===== config.mk =====
export PLATFORM = sky130hd
export DESIGN_NAME = mem_access_ctrl
export DESIGN_NICKNAME = d
export VERILOG_FILES = /design/src/rtl/mem_pkg.sv /design/src/rtl/mem_lane_align.sv /design/src/rtl/mem_access_ctrl.sv
export SDC_FILE = /design/constraint.sdc
export NUM_CORES = 1
export LEC_CHECK = 0
export ABC_AREA = 0
export BUFFER_PORTS_ARGS = -buffer_cell sky130_fd_sc_hd__buf_2
export CAP_MARGIN = 20
export CORE_ASPECT_RATIO = 0.7
export CORE_MARGIN = 4
export CORE_UTILIZATION = 37
export CTS_BUF_LIST = sky130_fd_sc_hd__clkbuf_4 sky130_fd_sc_hd__clkbuf_8 sky130_fd_sc_hd__clkbuf_16
export DETAILED_ROUTE_END_ITERATION = 10
export PLACE_DENSITY = 0.59
export REMOVE_ABC_BUFFERS = 1
export SLEW_MARGIN = 0
export SYNTH_ARGS = -nofsm -noshare
export SYNTH_HDL_FRONTEND = slang
export SYNTH_SLANG_ARGS = --single-unit

===== constraint.sdc =====
create_clock -name i_clk -period 2.35 [get_ports i_clk]
set_clock_uncertainty 0.05 [all_clocks]
set_input_delay 0.1175 -clock i_clk [delete_from_list [all_inputs] [get_ports i_clk]]
set_output_delay 0.1175 -clock i_clk [all_outputs]
set_load 0.02 [all_outputs]

===== src/rtl/mem_pkg.sv =====
// Shared encodings and defaults for the data-memory access controller.
package mem_pkg;

    localparam int unsigned MEM_BYTES_DEF = 256;

    // Request size encodings; 2'b11 is illegal
    localparam logic [1:0] SZ_BYTE = 2'b00;
    localparam logic [1:0] SZ_HALF = 2'b01;
    localparam logic [1:0] SZ_WORD = 2'b10;

    typedef enum logic [2:0] {
        StIdle,
        StRead,
        StWrite,
        StResp,
        StErr
    } state_e;

    // True when the size is illegal or the byte offset breaks natural alignment
    function automatic logic size_misaligned(input logic [1:0] size, input logic [1:0] off);
        logic bad;
        case (size)
            SZ_BYTE: bad = 1'b0;
            SZ_HALF: bad = off[0];
            SZ_WORD: bad = (off != 2'b00);
            default: bad = 1'b1;
        endcase
        return bad;
    endfunction

endpackage


===== src/rtl/mem_lane_align.sv =====
// Big-endian lane extraction (loads) and lane merge (sub-word stores).
module mem_lane_align
    import mem_pkg::*;
(
    input  logic [31:0] i_word,
    input  logic [1:0]  i_offset,
    input  logic [1:0]  i_size,
    input  logic        i_signed,
    input  logic [15:0] i_wdata,
    output logic [31:0] o_load,
    output logic [31:0] o_merge
);

    logic [7:0]  w_byte;
    logic [15:0] w_half;

    // Select the addressed lane; offset 0 is the most significant byte
    always_comb begin
        w_byte = 8'h00;
        case (i_offset)
            2'd0:    w_byte = i_word[31:24];
            2'd1:    w_byte = i_word[23:16];
            2'd2:    w_byte = i_word[15:8];
            default: w_byte = i_word[7:0];
        endcase
        w_half = i_offset[1] ? i_word[15:0] : i_word[31:16];
    end

    // Extend the selected lane and splice store data into the old word
    always_comb begin
        o_load  = i_word;
        o_merge = i_word;
        case (i_size)
            SZ_BYTE: begin
                o_load = {{24{i_signed & w_byte[7]}}, w_byte};
                case (i_offset)
                    2'd0:    o_merge[31:24] = i_wdata[7:0];
                    2'd1:    o_merge[23:16] = i_wdata[7:0];
                    2'd2:    o_merge[15:8]  = i_wdata[7:0];
                    default: o_merge[7:0]   = i_wdata[7:0];
                endcase
            end
            SZ_HALF: begin
                o_load = {{16{i_signed & w_half[15]}}, w_half};
                if (i_offset[1]) begin
                    o_merge[15:0] = i_wdata;
                end else begin
                    o_merge[31:16] = i_wdata;
                end
            end
            default: begin
                o_load  = i_word;
                o_merge = i_word;
            end
        endcase
    end

endmodule


===== src/rtl/mem_access_ctrl.sv =====
// Load/store initiator for a word-wide, big-endian data memory.
module mem_access_ctrl
    import mem_pkg::*;
#(
    parameter int unsigned MEM_BYTES = MEM_BYTES_DEF
) (
    input  logic        i_clk,
    input  logic        i_rst_n,
    input  logic        i_req_valid,
    output logic        o_req_ready,
    input  logic        i_req_write,
    input  logic [1:0]  i_req_size,
    input  logic        i_req_signed,
    input  logic [31:0] i_req_addr,
    input  logic [31:0] i_req_wdata,
    output logic        o_resp_valid,
    output logic [31:0] o_resp_rdata,
    output logic        o_resp_error,
    output logic        o_busy,
    output logic [31:0] o_mem_address,
    output logic [31:0] o_mem_write_data,
    output logic        o_mem_write,
    output logic        o_mem_read,
    input  logic [31:0] i_mem_rdata
);

    state_e      r_state;
    logic        r_write;
    logic [1:0]  r_size;
    logic        r_signed;
    logic [31:0] r_addr;
    logic [31:0] r_wdata;
    logic [31:0] r_rbuf;
    logic        r_req_ready;
    logic        r_busy;
    logic        r_resp_valid;
    logic        r_resp_error;
    logic        r_mem_read;
    logic        r_mem_write;

    logic        w_err;
    logic [31:0] w_load;
    logic [31:0] w_merge;

    // Classify the incoming request: bad size/alignment or word beyond the last legal one
    always_comb begin
        w_err = size_misaligned(i_req_size, i_req_addr[1:0]) ||
                ({i_req_addr[31:2], 2'b00} > 32'(MEM_BYTES - 4));
    end

    mem_lane_align u_align (
        .i_word   (r_rbuf),
        .i_offset (r_addr[1:0]),
        .i_size   (r_size),
        .i_signed (r_signed),
        .i_wdata  (r_wdata[15:0]),
        .o_load   (w_load),
        .o_merge  (w_merge)
    );

    // Sequencer: state, latched request, read buffer and registered handshake/strobes
    always_ff @(posedge i_clk or negedge i_rst_n) begin
        if (!i_rst_n) begin
            r_state      <= StIdle;
            r_write      <= 1'b0;
            r_size       <= SZ_BYTE;
            r_signed     <= 1'b0;
            r_addr       <= 32'h0;
            r_wdata      <= 32'h0;
            r_rbuf       <= 32'h0;
            r_req_ready  <= 1'b1;
            r_busy       <= 1'b0;
            r_resp_valid <= 1'b0;
            r_resp_error <= 1'b0;
            r_mem_read   <= 1'b0;
            r_mem_write  <= 1'b0;
        end else begin
            r_resp_valid <= 1'b0;
            r_resp_error <= 1'b0;
            r_mem_read   <= 1'b0;
            r_mem_write  <= 1'b0;
            case (r_state)
                StIdle: begin
                    if (i_req_valid) begin
                        r_req_ready <= 1'b0;
                        r_busy      <= 1'b1;
                        if (w_err) begin
                            r_state      <= StErr;
                            r_resp_valid <= 1'b1;
                            r_resp_error <= 1'b1;
                        end else begin
                            r_write  <= i_req_write;
                            r_size   <= i_req_size;
                            r_signed <= i_req_signed;
                            r_addr   <= i_req_addr;
                            r_wdata  <= i_req_wdata;
                            if (i_req_write && (i_req_size == SZ_WORD)) begin
                                r_state     <= StWrite;
                                r_mem_write <= 1'b1;
                            end else begin
                                r_state    <= StRead;
                                r_mem_read <= 1'b1;
                            end
                        end
                    end
                end
                StRead: begin
                    r_rbuf <= i_mem_rdata;
                    if (r_write) begin
                        r_state     <= StWrite;
                        r_mem_write <= 1'b1;
                    end else begin
                        r_state      <= StResp;
                        r_resp_valid <= 1'b1;
                    end
                end
                StWrite: begin
                    r_state      <= StResp;
                    r_resp_valid <= 1'b1;
                end
                default: begin
                    r_state     <= StIdle;
                    r_req_ready <= 1'b1;
                    r_busy      <= 1'b0;
                end
            endcase
        end
    end

    // Data paths decode from registered state so they clear with reset
    always_comb begin
        o_resp_rdata     = ((r_state == StResp) && !r_write) ? w_load : 32'h0;
        o_mem_write_data = (r_size == SZ_WORD) ? r_wdata : w_merge;
    end

    assign o_req_ready   = r_req_ready;
    assign o_busy        = r_busy;
    assign o_resp_valid  = r_resp_valid;
    assign o_resp_error  = r_resp_error;
    assign o_mem_read    = r_mem_read;
    assign o_mem_write   = r_mem_write;
    assign o_mem_address = {r_addr[31:2], 2'b00};

endmodule


# --- Word level (Yosys, flattened, before mapping) ---
# Cells that the tools add are included.
totals:
  reg_bits: 109
  wordCells: 77
  inputBits: 103
  out_inout_bits: 102
classes:
  n_bitwise: 4
  n_reduce_logical: 13
  mux: 36
  eq_ne: 10
  order_cmp: 1
ops:
  columns: ["operator", "n"]
  rows:
  - ["one-hot mux 32 bit (2 select lines)", 2]
  - ["two-way mux 32 bit", 2]
  - ["two-way mux 16 bit", 3]
  - ["> comparator 32 x 8 -> 1 bit, second input constant", 1]
  - ["two-way mux 8 bit", 4]
  - ["one-hot mux 8 bit (3 select lines)", 1]
  - ["two-way mux 1 bit", 15]
  - ["one-hot mux 3 bit (3 select lines)", 1]
  - ["equality test 2 x 1 -> 1 bit, second input constant", 3]
  - ["equality test 2 bit, second input constant", 3]
  - ["equality test 3 x 2 -> 1 bit, second input constant", 2]
  - ["zero test 2 bit", 3]
  - ["two-way mux 3 bit", 2]
  - ["one-hot mux 1 bit (2 select lines)", 3]
  - ["one-hot mux 1 bit (3 select lines)", 2]
  - ["equality test 3 x 1 -> 1 bit, second input constant", 1]
  - ["zero test 3 bit", 1]
  - ["AND reduction 3 bit", 1]
  - ["OR reduction 3 bit", 1]
  - ["bitwise AND 1 bit", 2]
  - ["logical AND 1 bit", 2]
  - ["two-way mux 2 bit", 1]
  - ["!= test 2 bit, second input constant", 1]
  - ["NOT 1 bit", 2]
  - ["other kinds (5)", 5]

# --- Longest topological paths before layout ---
logic_depth:
  word_depth: 6
  depth_mapped: 7

# --- By module ---
# From an unflattened synthesis, not the netlist that was laid out.
hier_totals:
  hier_cells: 586
  area_unflattened_um2: 6545.0
modules_own_cells:
  columns: ["mod", "n_inst", "seq_area_each_um2", "area_per_inst_um2", "cells_per_inst"]
  rows:
  - ["mem_access_ctrl", 1, 2728.9, 4917.2, 367]
  - ["mem_lane_align", 1, 0.0, 1627.8, 219]

# --- Worst setup path before layout ---
# OpenSTA, ideal clock, no wires.
synth_timing:
  path_kind: "register -> output"
  from: "register r_state[2]"
  to: "output port o_resp_rdata[19]"
  path_slack_ns: 0.471
  n_path_buf: 3
  required_ns: 2.183
  arrival_time_ns: 1.712
  path_stages_with_launch: 6
  cell_sequence: "dfrtp_1 clkbuf_1 or3_1 clkbuf_1 clkbuf_1 nor3_1"
synth_between:
  elab_chain_len: 3
synth_lines:
  columns: ["item", "line", "rtl"]
  rows:
  - ["start, declared", "mem_access_ctrl.sv:27", "state_e r_state;"]
  - ["start signal, assigned", "mem_access_ctrl.sv:64", "r_state <= StIdle;"]
  - ["start signal, assigned", "mem_access_ctrl.sv:88", "r_state <= StErr;"]
  - ["start signal, assigned", "mem_access_ctrl.sv:98", "r_state <= StWrite;"]
  - ["equality test 3 x 2 -> 1 bit", "mem_access_ctrl.sv:132", "o_resp_rdata = ((r_state == StResp) && !r_write) ? w_load : 32'h0;"]
  - ["logical AND 1 bit", "mem_access_ctrl.sv:132", null]
  - ["two-way mux 32 bit", "mem_access_ctrl.sv:132", null]
  - ["end, declared", "mem_access_ctrl.sv:17", "output logic [31:0] o_resp_rdata,"]
# No other way between the ends.

# --- Worst setup path in the final report ---
layout_timing:
  from: "register r_addr[1]"
  to: "output port o_resp_rdata[30]"
layout_between:
  elab_chain_len: 5
  word_cells_on_any_way: 9
  classes_between: "eq/ne: 2; mux: 4; bitwise: 2; reduce/logical: 1"
layout_lines:
  columns: ["item", "line", "rtl"]
  rows:
  - ["start, declared", "mem_access_ctrl.sv:31", "logic [31:0] r_addr;"]
  - ["start signal, assigned", "mem_access_ctrl.sv:95", "r_addr <= i_req_addr;"]
  - ["equality test 2 bit (tied with other cells)", "mem_lane_align.sv:20", "case (i_offset)"]
  - ["one-hot mux 8 bit (3 select lines)", "mem_lane_align.sv:20", null]
  - ["bitwise AND 1 bit", "mem_lane_align.sv:35", "o_load = {{24{i_signed & w_byte[7]}}, w_byte};"]
  - ["one-hot mux 32 bit (2 select lines) *", "mem_lane_align.sv:33", "case (i_size)"]
  - ["two-way mux 32 bit *", "mem_access_ctrl.sv:132", null]
# Every way passes the cells marked *; elsewhere a longest branch is shown, timed or not.

==> qor.csv <==
stage,metric,value,unit
setup_path,crit path DAT,2.24,ns
die,I/O pin count,205,
synthesis,Post-synth EDFFs,0,
placement,Port Buffer Count,202,
timing,Tightest Pin Transition,0.7453,ns
synthesis,Yosys cell types,50,
die,die area,0.01893,sq mm
routing,via/cell ratio,5.331,
finish,"Core Util, Final",51.34,%
global_route,initial antenna violation count,0,
timing,"Slew Viols, Final",0,
clocking,TritonCTS Buffers,9,
timing,Final setup viols,10,
synthesis,largest area contributor in the netlist,dfrtp_1,
placement,GPL Wtd Cong,0.8456,
status,status,"finished, violations left",
setup_path,Register-to-Register Path Depth,5,
setup_path,"Slowest-stage cell, CP",mux4_2,
timing,fin crit period,2.410,ns
synthesis,sequential area share after synthesis,44.01,%
setup_path,RR Startpoint,r_state[1],
synthesis,Yosys reg bits,109,
setup_path,crit start category,flop,
power_and_ir_drop,pwr/cell area,436.7,mW/mm^2
die,Row Count,39,
timing,Slew headroom,50.32,%
placement,DPL Wire Length,14.40,mm
timing,Final Cycle Share,102.6,%
setup_path,worst path cell trace,"mux4_2, or2_4, a31oi_4, buf_8, nor3_1, buf_2",
clocking,CTS tree,done,
routing,post-route antenna net violation count,0,
global_route,GRT Overall Usage,21.22,%
setup_path,CP Class,reg2out,
worst_hold_path,worst hold path class,in2reg,
clocking,Worst-path clk slew,0.08,ns
finish,Synth-to-Final Area Change,35.75,%
power_and_ir_drop,Worst IR Drop VDD,0.0003160,V
status,failing checks,negative setup slack,
finish,Layout Nets,922,
routing,total number of vias,5592,
placement,placed cell area,0.007310,sq mm
setup_path,r2r setup slk,0.29,ns
synthesis,mapped cell area,0.006201,sq mm
global_route,pin count of the biggest net entering global routing,55,
synthesis,synth top area cells,"dfrtp_1 (44%), mux2_2 (18%), nor2b_1 (5.3%), buf_4 (4.1%), mux2i_1 (3.4%)",
timing,setup ws final,-0.06018,ns
setup_path,CP endpoint kind,output pin,
synthesis,top-area cell type share of the netlist area,43.58,%
setup_path,CP max stage delay,0.54,ns
routing,1st-iter DRT viols,371,
clocking,H-tree level count,3,
run,maxcap violations,0,
setup_path,worst r2r dst,r_wdata[6],
die,chip height,116.3,um
global_route,GRT overflow,0,
synthesis,synthesized area per cell,10.82,sq um
die,Die X-Extent,162.7,um
synthesis,ys async rst share,100.0,%
clocking,insertion delay to the later sink of the worst-skew pair,0.35,ns
finish,share of layout cells above drive strength 1,44.17,%
routing,DR DRC count,0,
global_route,vias in the first global route,5559,
power_and_ir_drop,"Power, Total",3676,uW
finish,post-route cell area,0.008418,sq mm
routing,"wirelength, routed",20.15,mm
clocking,CTS root buf,clkbuf_16,
clocking,clk sink count,109,
setup_path,CP startpoint,r_addr[1],
die,Starting Density,37.82,%
routing,DRT Pass-1 Iters,5,
timing,RSZ-0062 raised after global routing,true,
synthesis,warnings from Yosys,0,
setup_path,crit path max fanout,10,
setup_path,worst endpoint required time,2.18,ns
synthesis,Cells after Synth,573,
setup_path,CP endpoint,o_resp_rdata[30],
routing,Avg WL per Cell,19.21,um
power_and_ir_drop,Static Leak,0.004194,uW
synthesis,"Primary FF master, synth",dfrtp_1,
die,placeable core region,0.01640,sq mm
finish,antenna cells,0,
global_route,first-pass GRT wire length,31.44,mm
timing,Max Freq,414.9,MHz
finish,number of fill cells in the layout,1509,
timing,final hold viol count,0,
clocking,Bufs on Longest Clock Path,2,
## layout make-up
type | count | area, sq um | share of cell area, %
sequential | 109 | 2731 | 32.45
clock buffer | 9 | 225.2 | 2.675
multi-input combinational | 388 | 3027 | 35.95
tap | 225 | 281.5 | 3.344
inverter | 1 | 3.754 | 0.04459
timing repair buffer | 310 | 2087 | 24.79
clock inverter | 7 | 62.56 | 0.7432
## synth_stat cells (all sizes together) (13+ instances only)
| cell type | number |
|---|---|
| a21oi | 33 |
| a22o | 15 |
| a22oi | 16 |
| buf | 53 |
| clkbuf | 23 |
| dfrtp | 108 |
| mux2 | 100 |
| mux2i | 21 |
| nand2 | 26 |
| nor2 | 13 |
| nor2b | 53 |
| nor3 | 20 |
| o21ai | 22 |
## sequential cells by signal, indices dropped and copies added (netlist names)
name          flops
o_busy            1
o_mem_read        1
o_mem_write       1
o_req_ready       1
o_resp_error      1
o_resp_valid      1
r_addr           32
r_rbuf           32
r_signed          1
r_size            2
r_state           3
r_wdata          32
r_write           1
## cells in the final DEF (no fill, tap or decap), types with 7 or more instances in the layout
cell / count
mux2i_1: 21
a22oi_1: 16
o21a_1: 8
dfrtp_1: 106
o21ai_0: 22
buf_4: 30
a22o_1: 15
clkbuf_16: 9
nor4_1: 8
buf_2: 196
nor2b_1: 53
nand2_1: 26
o221ai_1: 7
mux2_2: 97
a221o_1: 7
dlygate4sd3_1: 76
nor3_1: 18
o22ai_1: 8
nor2_1: 11
a21oi_1: 32
## worst min path at each step
stage	slack [ns]	from	to	cells past startpoint
CTS	0.002	i_mem_rdata[5]	r_rbuf[5]	2
detailed placement	0.18	i_rst_n	r_rbuf[0]	1
finish	0.02	i_mem_rdata[5]	r_rbuf[5]	2
global route	0.01	i_mem_rdata[5]	r_rbuf[5]	2
floorplan	-0.23	i_rst_n	o_busy	0
global placement	0.16	i_rst_n	r_rbuf[0]	1
## repair_timing
action | 4_1_cts | 5_1_grt
hold endpoints to repair | 127 | 0
pin swaps | 0 | 0
hold buffers | 76 | 0
setup buffers | 1 | 0
resized for setup | 7 | 11
endpoints found under the setup margin | 22 | 33
## where the power goes
part           internal (uW)  switching, uW
Sequential              1880           5.73
Combinational            159            111
Clock                    746            773
Total                   2790            890
## critical path, delay by kind of cell (launching register included)
family	cells	cell delay, ns
buffers and inverters	2	0.38
and+or+nand+nor	2	0.34
AOI/OAI and AO/OA	1	0.23
DFF	1	0.39
muxes	1	0.54
## kinds of logic (layout without fill, tap and decap cells)
kind of cell,count (synthesis),after routing,share of synthesized area (%)
simple gates,133,133,11.74
xor+xnor,1,1,0.1413
buf+inv,77,327,7.546
mux,122,122,21.91
other cells,1,2,0.06047
flops,109,109,44.01
compound gates,130,130,14.59
## per-layer routing
layer,part of all wire [%],wire length (um),global-route usage [%],vias up
li1,-,-,-,2541
met1,47,9417,30.78,2764
met2,44,8847,32.65,267
met3,8.5,1713,5.079,20
met4,0.87,176,4.413,0
met5,0,0,0,-
## metrics by stage
stage	TNS (ns)	worst slack, ns	hold WS [ns]	instances
finish	-0.4033	-0.06018	0.01883	1049
floorplan	-46.67	-0.6130	-0.2281	498
global placement	0	0.3235	0.1634	956
global route	-2.029	-0.1521	0.01198	1049
CTS	-0.3044	-0.03762	0.001971	1049
detailed placement	0	0.2532	0.1782	956
Power figures use the tool's default switching activity.
